<file path="src/rtl/fp_pkg.sv">
// Shared constants and state encoding for the 12-bit to 8-bit floating-point
// converter front-end.
package fp_pkg;

  localparam int IN_W    = 12;
  localparam int EXP_W   = 3;
  localparam int SIG_W   = 4;
  localparam int EXP_MAX = 7;

  typedef enum logic [1:0] {
    IDLE = 2'd0,
    NORM = 2'd1,
    DONE = 2'd2
  } norm_state_t;

endpackage : fp_pkg

</file>
<file path="src/rtl/fp_abs.sv">
// Combinational two's-complement to sign-magnitude conversion. The most
// negative input saturates to the largest positive magnitude and raises sat.
module fp_abs
  import fp_pkg::*;
(
  input  logic [IN_W-1:0] d,
  output logic            s,
  output logic [IN_W-1:0] mag,
  output logic            sat
);

  localparam logic [IN_W-1:0] MOST_NEG = {1'b1, {(IN_W-1){1'b0}}};
  localparam logic [IN_W-1:0] MOST_POS = {1'b0, {(IN_W-1){1'b1}}};

  always_comb begin
    s   = d[IN_W-1];
    sat = (d == MOST_NEG);
    // -2048 has no positive twin in 12 bits, so clamp it instead of wrapping.
    if (sat)
      mag = MOST_POS;
    else if (s)
      mag = ~d + 1'b1;
    else
      mag = d;
  end

endmodule : fp_abs

</file>
<file path="src/rtl/fp_normalize.sv">
// Serial normaliser: one left shift per cycle until the leading one reaches
// bit 10 or the exponent hits zero. Define FP_NORMALIZE_SAT_FLAG_EN for the sat output.
module fp_normalize
  import fp_pkg::*;
(
  input  logic             clk,
  input  logic             rst_n,
  input  logic             in_valid,
  output logic             in_ready,
  input  logic [IN_W-1:0]  d,
  output logic             out_valid,
  input  logic             out_ready,
  output logic             s,
  output logic [EXP_W-1:0] exp,
  output logic [SIG_W-1:0] sig,
  output logic             fifth
`ifdef FP_NORMALIZE_SAT_FLAG_EN
  ,
  output logic             sat
`endif
);

  norm_state_t      state, state_nxt;
  logic [IN_W-1:0]  shreg;
  logic [EXP_W-1:0] exp_cnt;
  logic             s_q;
  logic             abs_s;
  logic [IN_W-1:0]  abs_mag;
  logic             abs_sat;
  logic             accept;
  logic             norm_done;

  fp_abs u_abs (
    .d   (d),
    .s   (abs_s),
    .mag (abs_mag),
    .sat (abs_sat)
  );

  assign accept    = in_valid && in_ready;
  assign norm_done = shreg[IN_W-2] || (exp_cnt == '0);

  // NOTE: state and registers use non-blocking (<=) so every flop samples
  // pre-edge values; blocking here would create order-dependent simulation.
  always_ff @(posedge clk or negedge rst_n) begin
    if (!rst_n) state <= IDLE;
    else        state <= state_nxt;
  end

  // NOTE: state_nxt gets a default before the case so no path leaves it
  // unassigned, which would otherwise infer a latch.
  always_comb begin
    state_nxt = state;
    unique case (state)
      IDLE:    if (accept)    state_nxt = NORM;
      NORM:    if (norm_done) state_nxt = DONE;
      DONE:    if (out_ready) state_nxt = IDLE;
      default:                state_nxt = IDLE;
    endcase
  end

  always_comb begin
    in_ready  = (state == IDLE);
    out_valid = (state == DONE);
  end

  always_ff @(posedge clk or negedge rst_n) begin
    if (!rst_n) begin
      shreg   <= '0;
      exp_cnt <= '0;
      s_q     <= 1'b0;
    end else if (accept) begin
      shreg   <= abs_mag;
      exp_cnt <= EXP_W'(EXP_MAX);
      s_q     <= abs_s;
    end else if (state == NORM && !norm_done) begin
      shreg   <= {shreg[IN_W-2:0], 1'b0};
      exp_cnt <= exp_cnt - 1'b1;
    end
  end

  // Visible outputs load only on the NORM->DONE edge so they stay frozen
  // while the consumer stalls and while the next sample is in flight.
  always_ff @(posedge clk or negedge rst_n) begin
    if (!rst_n) begin
      s     <= 1'b0;
      exp   <= '0;
      sig   <= '0;
      fifth <= 1'b0;
    end else if (state == NORM && norm_done) begin
      s     <= s_q;
      exp   <= exp_cnt;
      sig   <= shreg[IN_W-2 -: SIG_W];
      fifth <= shreg[IN_W-2-SIG_W];
    end
  end

`ifdef FP_NORMALIZE_SAT_FLAG_EN
  logic sat_q;

  always_ff @(posedge clk or negedge rst_n) begin
    if (!rst_n) begin
      sat_q <= 1'b0;
      sat   <= 1'b0;
    end else begin
      if (accept)                     sat_q <= abs_sat;
      if (state == NORM && norm_done) sat   <= sat_q;
    end
  end
`else
  logic unused_sat;
  assign unused_sat = abs_sat;
`endif

endmodule : fp_normalize

</file>
<file path="config.mk">
export PLATFORM = sky130hd
export DESIGN_NAME = fp_normalize
export DESIGN_NICKNAME = d
export VERILOG_FILES = /design/src/rtl/fp_pkg.sv /design/src/rtl/fp_abs.sv /design/src/rtl/fp_normalize.sv
export SDC_FILE = /design/constraint.sdc
export NUM_CORES = 1
export LEC_CHECK = 0
export ABC_AREA = 1
export BUFFER_PORTS_ARGS = -buffer_cell sky130_fd_sc_hd__buf_2
export CAP_MARGIN = 20
export CORE_MARGIN = 5
export CORE_UTILIZATION = 30
export DETAILED_ROUTE_END_ITERATION = 10
export GPL_TIMING_DRIVEN = 0
export PLACE_DENSITY = 0.47
export SYNTH_ARGS = -nofsm -noshare
export SYNTH_HDL_FRONTEND = slang
export SYNTH_SLANG_ARGS = --single-unit
</file>
<file path="constraint.sdc">
create_clock -name clk -period 2.3 [get_ports clk]
set_input_delay 0.23 -clock clk [delete_from_list [all_inputs] [get_ports clk]]
set_output_delay 0.23 -clock clk [all_outputs]
set_load 0.005 [all_outputs]
</file>
Word-level counts from Yosys, hierarchy flattened. Index checks and enable logic that the tools add are counted.

Bits in registers: 26. Bits of input ports: 16. Word-level logic and storage cells: 36. Output and inout bits: 11.

Add/subtract/negate cells: 2. Bitwise gates (word level): 1. Reduce and logical (&&, ||, !) cells: 9. Eq/ne operators: 6. Muxes and demuxes: 10.

Operators by type and width (number): 11-bit two-way mux (4); 12-bit equality test (second input constant) (1); 11-bit by 1-bit adder with 11-bit output (second input constant) (1); 11-bit inverter (1); 2-bit two-way mux (3); 3-bit two-way mux (2); 2-bit case mux with 3 select lines (1); 2-bit by 1-bit != test with 1-bit output (second input constant) (2); 1-bit logical AND (3); 3-bit zero test (1); 3-bit AND reduction (1); 3-bit by 1-bit subtractor with 3-bit output (second input constant) (1); 2-bit by 1-bit equality test with 1-bit output (second input constant) (1); 2-bit equality test (second input constant) (1); 2-bit zero test (1); 2-bit != test (second input constant) (1); 2-bit nonzero test (1); 1-bit zero test (1); 1-bit logical OR (1).

Depth between registers and ports, before layout.
Depth in word-level cells: 6. Mapped depth: 10. Gate-level depth less buffers: 10.

Cells and area by module. Synthesis repeated with hierarchy kept, for this count alone.

Cells, all modules: 212. Area total of the unflattened synthesis: 1636.6 um2.

By module, submodules not included: fp_normalize (area each 1247.4 um2, cells each 130, seq. area each 650.6 um2, instances 1); fp_abs (area each 389.1 um2, cells each 82, seq. area each 0.0 um2, instances 1).

Worst setup path before layout. Ideal clock, no wire load.

Kind: register to register. Start point: reg exp_cnt[0]. End point: reg shreg[4]. Setup time: 127 ps. Path slack: 736 ps. Data required time: 2173 ps. Data arrival time: 1437 ps. Stages on the path, launching flop included: 11. Cells stage by stage: dfrtp_1 > inv_1 > ha_1 > ha_1 > nor2_1 > nand2_2 > nand2_4 > inv_4 > buf_6 > nand2_1 > o21ai_0.

Longest elaborated chain between the ends: 5.

RTL lines: from (decl) (RTL line fp_normalize.sv:25) `logic [EXP_W-1:0] exp_cnt;`; from (signal assigned) (RTL line fp_normalize.sv:74) `exp_cnt <= EXP_W'(EXP_MAX);`; from (signal assigned) (RTL line fp_normalize.sv:78) `exp_cnt <= exp_cnt - 1'b1;`; 3-bit zero test (RTL line fp_normalize.sv:41) `assign norm_done = shreg[IN_W-2] || (exp_cnt == '0);`; 1-bit logical OR (RTL line fp_normalize.sv:41); 1-bit zero test (RTL line fp_normalize.sv:76) `end else if (state == NORM && !norm_done) begin`; 1-bit logical AND (RTL line fp_normalize.sv:76); 2-bit nonzero test (no line); to (signal assigned) (RTL line fp_normalize.sv:73) `shreg <= abs_mag;`; to (signal assigned) (RTL line fp_normalize.sv:77) `shreg <= {shreg[IN_W-2:0], 1'b0};`; to (decl) (RTL line fp_normalize.sv:24) `logic [IN_W-1:0] shreg;`.

No other way between the ends. A chain may end at the register's enable or synchronous reset.

Worst setup path after layout.
Start point: reg exp_cnt[0]. End point: reg exp_cnt[2].

Longest elaborated chain between the ends: 5. Elaborated cells on any way between the ends: 8.

RTL lines: parallel branches: the longest is 5 deep, another holds 3-bit by 1-bit subtractor with 3-bit output.

Parallel ways; which one is timed is not known. The select of a mux whose other input is x is not followed.

==> out/results.ini <==
[finish]
multi_input_area_um2 = 662
final_area_um2 = 1720
fillers = 523
drive_gt1_frac = 0.204
syn_to_final_growth_pct = 19.4
regArea_um2 = 651
mostFrequentLayoutCells = nand2_1, buf_2, dfrtp_1
final_common_cell = nand2_1
num-nets-final = 241
n_antenna_cell = 0

[route]
firstDrtPassIters = 4
viasPerCell = 4.44
drtIter0Drc = 78
wl_per_cell_um = 11.4
post-route-drc-count = 0
wl_um = 3130
postRouteAntennaNets = 0
num_vias = 1222

[clock_tree]
cts_max_path_buffers = 2
tritoncts = done
post_cts_buffers = 0
clock_latency_ns = 0.27
clock_sinks = 26
cts_buffers = 3
clk_pin_slew_worst_paths_ns = 0.10
cts-root-buf = clkbuf_8
cts_htree_levels = 1

[job]
maxCapViolCount = 0

[logic_synthesis]
syn_inst = 190
synth_warnings = 0
avgSynthCellArea_um2 = 7.59
synth_seq_cells = 26
ys_seq_area_frac = 0.451
synthDistinctLibCells = 27
netlist_area_um2 = 1440
synthesis.nets = 209

[critical_path]
cp.required_ns = 2.49
path_class = reg -> reg
endpoint_kind = flop
worstPathArrival_ns = 1.94
startpoint_type = flop
crit_path_max_fanout = 10

[power_and_ir_drop]
cellPowerDensity_nw_per_um2 = 1160
internal_power_uw = 1240
p_switching_uw = 751
seqPwrFrac = 0.399
p_sw_frac = 0.376
p_leak_uw = 0.000935
power_uw = 2000
p_comb_frac = 0.409
clockPowerShare = 0.192
peakVddDrop_mv = 0.360

[die]
die_w_um = 79.3
rows = 25
start_util = 0.307
die-area_um2 = 6290
die_y_um = 79.3
ios = 27
core_um2 = 4690

[placed_design]
port_buffers = 26
gp_congestion = 0.818
dp_hpwl_um = 2430
pre_cts_slack_ns = 0.512
placed_area_um2 = 1640

[global_route]
grt_pass1_wl_um = 5350
grtUsageTotal = 0.106
grt_overflow_total = 0
grt_antenna_before_repair = 0
grt_max_degree = 27
grt_pass1_vias = 1161

[timing]
setup_viol = 0
skew_ns = 0.00683
finalMaxSlewViolations = 0
tns_ns = 0
fin_ws_ns = 0.550
rsz0062_at_grt = false
fmax_mhz = 571
slew_headroom = 0.608
period_share = 0.761
hold_violations = 0
worst_slew_pin_slew_ns = 0.588
hold_slack_ns = 0.131
period_minus_slack_ns = 1.75

[outcome]
outcome = complete, no violations

[worst_hold_path]
worstHoldPathType = in -> reg

metal layers:
| layer | vias to the layer above | track usage | routed length, um | part of all wire |
|---|---|---|---|---|
| met3 | 2 | 0.0306 | 184 | 0.059 |
| met2 | 29 | 0.167 | 1330 | 0.42 |
| met4 | 0 | 0.0155 | 15 | 0.0048 |
| met5 | - | 0 | 0 | 0 |
| li1 | 660 | - | - | - |
| met1 | 531 | 0.148 | 1600 | 0.51 |
flip-flops by register name, indices dropped and copies added, names as in the netlist:
register and flops:
s_q 1, sig 4, s 1, fifth 1
exp_cnt 3, exp 3, shreg 11, state 2
power by group through the flow:
stage               Sequential (uW)  Clock, uW  Combinational [uW]
finish                          798        382                 816
detailed placement              810          0                 833
floorplan                       798          0                 577
global placement                804          0                 832
global route                    828        410                 952
CTS                             800        395                 839
cell usage after synthesis:
| library cell | number | area [um2] |
|---|---|---|
| a31o_1 | 1 | 8.76 |
| buf_2 | 1 | 5.00 |
| inv_6 | 1 | 8.76 |
| nor2_1 | 20 | 75.1 |
| o31ai_1 | 1 | 7.51 |
| inv_2 | 2 | 7.51 |
| buf_6 | 2 | 22.5 |
| nand4_1 | 2 | 12.5 |
| nand2_1 | 65 | 244 |
| o21ai_0 | 21 | 105 |
| inv_4 | 1 | 6.26 |
| o21ai_1 | 1 | 5.00 |
| mux2_2 | 1 | 11.3 |
| nand3_1 | 5 | 25.0 |
| a32oi_1 | 2 | 17.5 |
| a21oi_1 | 2 | 10.0 |
| nand2_4 | 2 | 22.5 |
| inv_1 | 20 | 75.1 |
| nor2_4 | 1 | 11.3 |
| nand2_2 | 2 | 12.5 |
| clkbuf_1 | 1 | 3.75 |
| dfrtp_1 | 26 | 651 |
| nor2_2 | 1 | 6.26 |
| ha_1 | 3 | 37.5 |
| and2_1 | 1 | 6.26 |
| xor2_1 | 4 | 35.0 |
| o21ai_2 | 1 | 8.76 |
worst paths after layout:
check	start	end	slack (ns)	cells past startpoint
max in group asynchronous	rst_n	exp_cnt[0]$_DFFE_PN0P_	1.43	2
worst min register to register	exp_cnt[0]$_DFFE_PN0P_	exp_cnt[0]$_DFFE_PN0P_	0.47	1
worst max register to register	exp_cnt[0]$_DFFE_PN0P_	exp_cnt[2]$_DFFE_PN0P_	0.55	9
min in group asynchronous	rst_n	sig[3]$_DFFE_PN0P_	0.48	2
worst min-delay path	out_ready	state[1]$_DFFE_PN0P_	0.13	2
worst max-delay path	exp_cnt[0]$_DFFE_PN0P_	exp_cnt[2]$_DFFE_PN0P_	0.55	9
worst max-delay path, cell delays in order (launching register included):
cell and delay (ns):
dfrtp_1 0.37, inv_1 0.07, ha_1 0.20, ha_1 0.20, nor2_1 0.20, nand2_2 0.16, nand2_4 0.13, inv_4 0.05
buf_6 0.13, a32oi_1 0.15
stage by stage:
stage | instances | utilization
floorplan | 190 | -
global placement | 270 | 0.349
detailed placement | 270 | 0.349
CTS | 275 | 0.367
global route | 275 | 0.367
finish | 275 | 0.367
cell families (layout without fill, tap and decap cells):
family / Yosys count / count (layout) / synth area share
AOI/OAI and AO/OA: 29 / 29 / 0.113
xor gates and xnor gates: 4 / 4 / 0.0243
adders and majority gates: 3 / 3 / 0.0260
buffers and inverters: 28 / 59 / 0.0894
DFF: 26 / 26 / 0.451
muxes: 1 / 1 / 0.00781
and+or+nand+nor: 99 / 99 / 0.288
layout make-up:
class                           count  area share
Buffer                              4      0.0182
Clock buffer                        3      0.0240
Clock inverter                      1      0.0175
Inverter                           24      0.0567
Multi-Input combinational cell    136       0.385
Sequential cell                    26       0.378
Tap cell                           54      0.0393
Timing Repair Buffer               27      0.0815
timing repair:
| action | 4_1_cts | 5_1_grt |
|---|---|---|
| hold buffers | 1 | 0 |
| resized for setup | 0 | 0 |
| endpoints found under the hold margin | 26 | 0 |
| endpoints found under the setup margin | 0 | 0 |
(Power assumes the default switching activity.)
